File: src/rtl/ysyx_25020037_pkg.sv
// Shared RV32I decode constants and ALU operation encoding for the issue stage.
// ALU_OP_* are bit positions inside the one-hot alu_op vector.
package ysyx_25020037_pkg;

  localparam int ALU_OP_W = 17;

  localparam int ALU_OP_ADD  = 0;
  localparam int ALU_OP_SUB  = 1;
  localparam int ALU_OP_SLT  = 2;
  localparam int ALU_OP_SLTU = 3;
  localparam int ALU_OP_AND  = 4;
  localparam int ALU_OP_OR   = 5;
  localparam int ALU_OP_XOR  = 6;
  localparam int ALU_OP_SLL  = 7;
  localparam int ALU_OP_SRL  = 8;
  localparam int ALU_OP_SRA  = 9;
  localparam int ALU_OP_LUI  = 10;
  localparam int ALU_OP_BNE  = 11;
  localparam int ALU_OP_BEQ  = 12;
  localparam int ALU_OP_BGE  = 13;
  localparam int ALU_OP_BGEU = 14;
  localparam int ALU_OP_BLT  = 15;
  localparam int ALU_OP_BLTU = 16;

  localparam logic [6:0] OPC_OP     = 7'b0110011;
  localparam logic [6:0] OPC_OP_IMM = 7'b0010011;
  localparam logic [6:0] OPC_LUI    = 7'b0110111;
  localparam logic [6:0] OPC_AUIPC  = 7'b0010111;
  localparam logic [6:0] OPC_BRANCH = 7'b1100011;
  localparam logic [6:0] OPC_JAL    = 7'b1101111;
  localparam logic [6:0] OPC_JALR   = 7'b1100111;

  localparam logic [2:0] F3_ADD  = 3'b000;
  localparam logic [2:0] F3_SLL  = 3'b001;
  localparam logic [2:0] F3_SLT  = 3'b010;
  localparam logic [2:0] F3_SLTU = 3'b011;
  localparam logic [2:0] F3_XOR  = 3'b100;
  localparam logic [2:0] F3_SR   = 3'b101;
  localparam logic [2:0] F3_OR   = 3'b110;
  localparam logic [2:0] F3_AND  = 3'b111;

  localparam logic [2:0] F3_BEQ  = 3'b000;
  localparam logic [2:0] F3_BNE  = 3'b001;
  localparam logic [2:0] F3_BLT  = 3'b100;
  localparam logic [2:0] F3_BGE  = 3'b101;
  localparam logic [2:0] F3_BLTU = 3'b110;
  localparam logic [2:0] F3_BGEU = 3'b111;

  localparam logic [6:0] F7_BASE = 7'h00;
  localparam logic [6:0] F7_ALT  = 7'h20;

  typedef struct packed {
    logic [ALU_OP_W-1:0] alu_op;
    logic                double_cal;
    logic [31:0]         src1;
    logic [31:0]         src2;
    logic [31:0]         src3;
    logic [31:0]         src4;
    logic [4:0]          rd;
    logic                rf_we;
    logic                jump;
    logic [31:0]         jump_target;
    logic                illegal;
  } dec_bundle_t;

  function automatic logic [ALU_OP_W-1:0] op_bit(input int idx);
    return {{(ALU_OP_W-1){1'b0}}, 1'b1} << idx;
  endfunction

endpackage

File: src/rtl/ysyx_25020037_alu_dec.sv
// Combinational RV32I decoder: instruction, pc and register data to ALU operand bundle.
// Unsupported encodings collapse to an all-zero bundle with only illegal raised.
module ysyx_25020037_alu_dec
  import ysyx_25020037_pkg::*;
(
  input  logic [31:0]         inst,
  input  logic [31:0]         pc,
  input  logic [31:0]         rs1_data,
  input  logic [31:0]         rs2_data,
  output logic [ALU_OP_W-1:0] alu_op,
  output logic                double_cal,
  output logic [31:0]         src1,
  output logic [31:0]         src2,
  output logic [31:0]         src3,
  output logic [31:0]         src4,
  output logic [4:0]          rd,
  output logic                rf_we,
  output logic                jump,
  output logic [31:0]         jump_target,
  output logic                illegal
);

  logic [6:0]  opcode;
  logic [2:0]  funct3;
  logic [6:0]  funct7;
  logic [31:0] imm_i;
  logic [31:0] imm_u;
  logic [31:0] imm_b;
  logic [31:0] imm_j;
  logic [31:0] shamt;

  assign opcode = inst[6:0];
  assign funct3 = inst[14:12];
  assign funct7 = inst[31:25];
  assign imm_i  = {{20{inst[31]}}, inst[31:20]};
  assign imm_u  = {inst[31:12], 12'b0};
  assign imm_b  = {{19{inst[31]}}, inst[31], inst[7], inst[30:25], inst[11:8], 1'b0};
  assign imm_j  = {{11{inst[31]}}, inst[31], inst[19:12], inst[20], inst[30:21], 1'b0};
  assign shamt  = {27'b0, inst[24:20]};

  always_comb begin
    alu_op      = '0;
    double_cal  = 1'b0;
    src1        = '0;
    src2        = '0;
    src3        = '0;
    src4        = '0;
    rd          = '0;
    rf_we       = 1'b0;
    jump        = 1'b0;
    jump_target = '0;
    illegal     = 1'b0;

    unique case (opcode)
      OPC_OP: begin
        src1  = rs1_data;
        src2  = rs2_data;
        rf_we = 1'b1;
        if (funct7 == F7_BASE) begin
          unique case (funct3)
            F3_ADD:  alu_op = op_bit(ALU_OP_ADD);
            F3_SLL:  alu_op = op_bit(ALU_OP_SLL);
            F3_SLT:  alu_op = op_bit(ALU_OP_SLT);
            F3_SLTU: alu_op = op_bit(ALU_OP_SLTU);
            F3_XOR:  alu_op = op_bit(ALU_OP_XOR);
            F3_SR:   alu_op = op_bit(ALU_OP_SRL);
            F3_OR:   alu_op = op_bit(ALU_OP_OR);
            F3_AND:  alu_op = op_bit(ALU_OP_AND);
            default: illegal = 1'b1;
          endcase
        end else if (funct7 == F7_ALT && funct3 == F3_ADD) begin
          alu_op = op_bit(ALU_OP_SUB);
        end else if (funct7 == F7_ALT && funct3 == F3_SR) begin
          alu_op = op_bit(ALU_OP_SRA);
        end else begin
          illegal = 1'b1;
        end
      end
      OPC_OP_IMM: begin
        src1  = rs1_data;
        src2  = imm_i;
        rf_we = 1'b1;
        unique case (funct3)
          F3_ADD:  alu_op = op_bit(ALU_OP_ADD);
          F3_SLT:  alu_op = op_bit(ALU_OP_SLT);
          F3_SLTU: alu_op = op_bit(ALU_OP_SLTU);
          F3_XOR:  alu_op = op_bit(ALU_OP_XOR);
          F3_OR:   alu_op = op_bit(ALU_OP_OR);
          F3_AND:  alu_op = op_bit(ALU_OP_AND);
          F3_SLL: begin
            src2 = shamt;
            if (funct7 == F7_BASE) alu_op = op_bit(ALU_OP_SLL);
            else                   illegal = 1'b1;
          end
          F3_SR: begin
            src2 = shamt;
            if (funct7 == F7_BASE)     alu_op = op_bit(ALU_OP_SRL);
            else if (funct7 == F7_ALT) alu_op = op_bit(ALU_OP_SRA);
            else                       illegal = 1'b1;
          end
          default: illegal = 1'b1;
        endcase
      end
      OPC_LUI: begin
        alu_op = op_bit(ALU_OP_LUI);
        src2   = imm_u;
        rf_we  = 1'b1;
      end
      OPC_AUIPC: begin
        alu_op = op_bit(ALU_OP_ADD);
        src1   = pc;
        src2   = imm_u;
        rf_we  = 1'b1;
      end
      OPC_BRANCH: begin
        double_cal = 1'b1;
        src1       = pc;
        src2       = imm_b;
        src3       = rs1_data;
        src4       = rs2_data;
        unique case (funct3)
          F3_BEQ:  alu_op = op_bit(ALU_OP_BEQ);
          F3_BNE:  alu_op = op_bit(ALU_OP_BNE);
          F3_BLT:  alu_op = op_bit(ALU_OP_BLT);
          F3_BGE:  alu_op = op_bit(ALU_OP_BGE);
          F3_BLTU: alu_op = op_bit(ALU_OP_BLTU);
          F3_BGEU: alu_op = op_bit(ALU_OP_BGEU);
          default: illegal = 1'b1;
        endcase
      end
      OPC_JAL: begin
        alu_op      = op_bit(ALU_OP_ADD);
        src1        = pc;
        src2        = 32'd4;
        rf_we       = 1'b1;
        jump        = 1'b1;
        jump_target = pc + imm_j;
      end
      OPC_JALR: begin
        alu_op      = op_bit(ALU_OP_ADD);
        src1        = pc;
        src2        = 32'd4;
        rf_we       = 1'b1;
        jump        = 1'b1;
        jump_target = (rs1_data + imm_i) & ~32'h1;
        if (funct3 != 3'b000) illegal = 1'b1;
      end
      default: illegal = 1'b1;
    endcase

    if (illegal) begin
      alu_op      = '0;
      double_cal  = 1'b0;
      src1        = '0;
      src2        = '0;
      src3        = '0;
      src4        = '0;
      rf_we       = 1'b0;
      jump        = 1'b0;
      jump_target = '0;
    end

    // rd is only meaningful when something is written back; x0 writes are suppressed.
    rf_we = rf_we & (inst[11:7] != 5'd0);
    rd    = rf_we ? inst[11:7] : 5'd0;
  end

endmodule

File: src/rtl/ysyx_25020037_alu_issue.sv
// Issue stage: decodes the incoming bundle and holds it in a valid/ready register toward EXU.
// flush beats load; a draining bundle is replaced in the same cycle when a new one arrives.
module ysyx_25020037_alu_issue
  import ysyx_25020037_pkg::*;
#(
  parameter int               XLEN     = 32,
  parameter logic [XLEN-1:0]  RESET_PC = 32'h8000_0000
) (
  input  logic                clock,
  input  logic                reset,
  input  logic                in_valid,
  output logic                in_ready,
  input  logic [XLEN-1:0]     in_inst,
  input  logic [XLEN-1:0]     in_pc,
  input  logic [XLEN-1:0]     in_rs1_data,
  input  logic [XLEN-1:0]     in_rs2_data,
  input  logic                flush,
  output logic                out_valid,
  input  logic                out_ready,
  output logic [ALU_OP_W-1:0] alu_op,
  output logic                double_cal,
  output logic [XLEN-1:0]     alu_src1,
  output logic [XLEN-1:0]     alu_src2,
  output logic [XLEN-1:0]     alu_src3,
  output logic [XLEN-1:0]     alu_src4,
  output logic [4:0]          out_rd,
  output logic                out_rf_we,
  output logic                out_jump,
  output logic [XLEN-1:0]     out_jump_target,
  output logic [XLEN-1:0]     out_pc,
  output logic                out_illegal
);

  dec_bundle_t dec_p0;

  ysyx_25020037_alu_dec u_dec (
    .inst        (in_inst),
    .pc          (in_pc),
    .rs1_data    (in_rs1_data),
    .rs2_data    (in_rs2_data),
    .alu_op      (dec_p0.alu_op),
    .double_cal  (dec_p0.double_cal),
    .src1        (dec_p0.src1),
    .src2        (dec_p0.src2),
    .src3        (dec_p0.src3),
    .src4        (dec_p0.src4),
    .rd          (dec_p0.rd),
    .rf_we       (dec_p0.rf_we),
    .jump        (dec_p0.jump),
    .jump_target (dec_p0.jump_target),
    .illegal     (dec_p0.illegal)
  );

  assign in_ready = ~out_valid | out_ready;

  // ---- p0 (decode) -> p1 (issue register) ----
  always_ff @(posedge clock or posedge reset) begin
    if (reset) begin
      out_valid       <= 1'b0;
      alu_op          <= '0;
      double_cal      <= 1'b0;
      alu_src1        <= '0;
      alu_src2        <= '0;
      alu_src3        <= '0;
      alu_src4        <= '0;
      out_rd          <= '0;
      out_rf_we       <= 1'b0;
      out_jump        <= 1'b0;
      out_jump_target <= '0;
      out_pc          <= RESET_PC;
      out_illegal     <= 1'b0;
    end else if (flush) begin
      out_valid <= 1'b0;
    end else if (in_valid && in_ready) begin
      out_valid       <= 1'b1;
      alu_op          <= dec_p0.alu_op;
      double_cal      <= dec_p0.double_cal;
      alu_src1        <= dec_p0.src1;
      alu_src2        <= dec_p0.src2;
      alu_src3        <= dec_p0.src3;
      alu_src4        <= dec_p0.src4;
      out_rd          <= dec_p0.rd;
      out_rf_we       <= dec_p0.rf_we;
      out_jump        <= dec_p0.jump;
      out_jump_target <= dec_p0.jump_target;
      out_pc          <= in_pc;
      out_illegal     <= dec_p0.illegal;
    end else if (out_ready) begin
      out_valid <= 1'b0;
    end
  end

endmodule

File: config.mk
export PLATFORM = sky130hd
export DESIGN_NAME = ysyx_25020037_alu_issue
export DESIGN_NICKNAME = d
export VERILOG_FILES = /design/src/rtl/ysyx_25020037_pkg.sv /design/src/rtl/ysyx_25020037_alu_dec.sv /design/src/rtl/ysyx_25020037_alu_issue.sv
export SDC_FILE = /design/constraint.sdc
export NUM_CORES = 1
export LEC_CHECK = 0
export ABC_AREA = 0
export CORE_UTILIZATION = 44
export CTS_CLUSTER_SIZE = 40
export DETAILED_ROUTE_END_ITERATION = 8
export GPL_TIMING_DRIVEN = 0
export PLACE_DENSITY = 0.85
export REMOVE_ABC_BUFFERS = 1
export SLEW_MARGIN = 30
export SYNTH_ARGS = -nofsm -noshare
export SYNTH_HDL_FRONTEND = slang
export SYNTH_SLANG_ARGS = --single-unit
File: constraint.sdc
create_clock -name clock -period 9.42 [get_ports clock]
set_clock_uncertainty 0.2 [all_clocks]
set_input_delay 0.942 -clock clock [delete_from_list [all_inputs] [get_ports clock]]
set_output_delay 0.942 -clock clock [all_outputs]
set_load 0.01 [all_outputs]
==> reports/results.ini <==
[power]
total_power_mw=2.43
peakVddDrop_mv=0.129
p_leak_nw=7.48
powerDensity_mw_per_mm2=141

[route]
first_pass_iters=6
wirelength_mm=43.6
first_iter_violations=1132
vias=12046
wl_per_cell_um=21.6
vias_per_cell=5.98
ant_nets=0
drcViolationCount=0

[worst_setup_path]
path_class=input port to flop
worst_ep_arrival_time_ps=4750
critPathLaunchType=input port
critPathMaxFanout=16
endpoint_kind=flop
required_ps=9660

[global_routing]
grt_max_degree=93
grt_pass1_wl_mm=67.5
grt_pass1_vias=11998
gr-total-overflow=0
grtUsageTotal=0.302
antenna_found_initial=2

[run]
max_cap_viol_count=0

[clock_network]
cts_sinks=219
cts-resized-gates=0
postCtsSetupBuffers=0
numCtsBuffers=25
cts_tree=built
h-tree-depth=1
clk_pin_slew_ps=60
clk_latency_ps=520
cts_buffer_depth=3
cts_root_buf=clkbuf_16
holdBufCountCts=0

[logic_synthesis]
syn-mean-instance-area_um2=9.45
ys_ff_latch=219
yosys_warnings=0
netlist_area_mm2=0.0122
synth-seq-area-share=0.448
yosys.cell_types.count=71
synth_most_common_cell=nand2_1
ys.flop_type=dfrtp_1
async_flop_share=1.00
synth_common_cells=nand2_1 (233), dfrtp_1 (218), a22o_1 (80)
synth_top_cell_area_share=0.446
synth_edf_count=0
yosys.area.top_type=dfrtp_1
synthTopCellsByArea=dfrtp_1 (45%), nand2_1 (7.1%), ha_1 (6.1%), a22o_1 (5.7%), a22oi_1 (3.3%)
netlist_instances=1295

[placed_design]
port-buffer-count=352
globalplace.congestion=0.920
dpl.hpwl_mm=32.9
placed_cell_area_mm2=0.0164

[sta]
maxSlewHeadroom=0.370
rsz0062_at_grt=no
hold_viol=0
finalMaxSlewViolations=0
fin_crit_sh=0.478
tightest_slew_ps=945
fin_crit_ps=4510
setup_viol=0
fmax_mhz=222

[floorplan]
rows=60
die_y_um=169
die_w_um=169
dieArea_mm2=0.0285
io_pins=353
initial_core_util=0.452
core-area_mm2=0.0271

[cells_and_area]
antenna_cells=0
area_growth_pct=40.7
seq_area_mm2=0.00548
multiInputGateArea_mm2=0.00637
final_area_mm2=0.0172
drive_gt1_frac=0.0578
fin_nets=1820
fill_cells=2136

[min_path]
hold_path_class=flop to flop

[run_status]
outcome=completed

[worst max-delay path, stage by stage]
cell             delay [ps]
clkdlybuf4s50_1         950
or3b_1                  410
a21o_1                  180
a21oi_1                 180
nor2_1                  120
nor4_4                  500
nand2_1                 470
or4_1                   620
mux2_2                  290
o211ai_2                 60
[path summary, 6_finish.rpt]
check | from | endpoint | slack (ps) | cells after the start
worst min-delay path | out_pc[31] | out_pc[31] | 260 | 2
max in group asynchronous | reset | out_pc[31] | 7640 | 3
worst min register to register | out_pc[31] | out_pc[31] | 260 | 2
worst max register to register | out_valid | out_jump_target[31] | 5380 | 13
worst max-delay path | in_inst[5] | out_jump_target[31] | 4910 | 10
min in group asynchronous | reset | alu_src1[5] | 610 | 2
[cells by family after synthesis]
family,synth area share
compound gates,0.268
simple gates,0.142
flops,0.448
buf+inv,0.0336
fa+ha+maj,0.0646
xor+xnor,0.0358
mux,0.00828
[registers in the layout, indices dropped and copies added, names as in the netlist, 5 cells and up]
register and count:
alu_op 17, alu_src1 32, alu_src2 32, alu_src3 32, alu_src4 32, out_jump_target 32, out_pc 32, out_rd 5
[cell usage in the layout (no fill, tap or decap), types with 24 or more instances in the layout]
cell type / Yosys / routed
a21o_1: 34 / 34
a21oi_1: 68 / 68
a22o_1: 80 / 80
a22oi_1: 53 / 53
clkbuf_16: 0 / 25
clkdlybuf4s50_1: 0 / 351
dfrtp_1: 218 / 218
ha_1: 60 / 60
nand2_1: 233 / 233
nor2_1: 45 / 45
o21ai_0: 57 / 57
o21ai_1: 38 / 38
o31ai_1: 32 / 32
xnor2_1: 24 / 24
xor2_1: 26 / 26
[power breakdown]
part           leakage (nW)  internal (mW)  switching, mW
logic                  4.07          0.209          0.271
clock network         0.406          0.571          0.401
registers              3.00          0.962         0.0117
[cell type report]
class,count,area share
Multi-Input combinational cell,973,0.370
Sequential cell,219,0.318
Timing Repair Buffer,383,0.232
Clock buffer,36,0.0428
Tap cell,372,0.0270
Inverter,23,0.00545
Clock inverter,9,0.00465
[metal layers]
layer | global-route usage | vias to the layer above | routed length [um]
met5 | 0 | - | 34
met4 | 0.0937 | 4 | 1200
met3 | 0.0545 | 94 | 3470
met2 | 0.543 | 604 | 22000
li1 | - | 5452 | -
met1 | 0.365 | 5892 | 16900
[per-stage QoR]
stage          hold WS, ps  instances  setup slack, ps  TNS (ps)   util
2_1_floorplan          265       1215              735         0      -
3_3_place_gp           248       1939            -3780   -599320  0.587
3_5_place_dp           250       1970             4430         0  0.605
4_1_cts                261       2015             4970         0  0.635
5_1_grt                291       2015             4610         0  0.635
6_report               261       2015             4910         0  0.635
(Power assumes the default switching activity.)
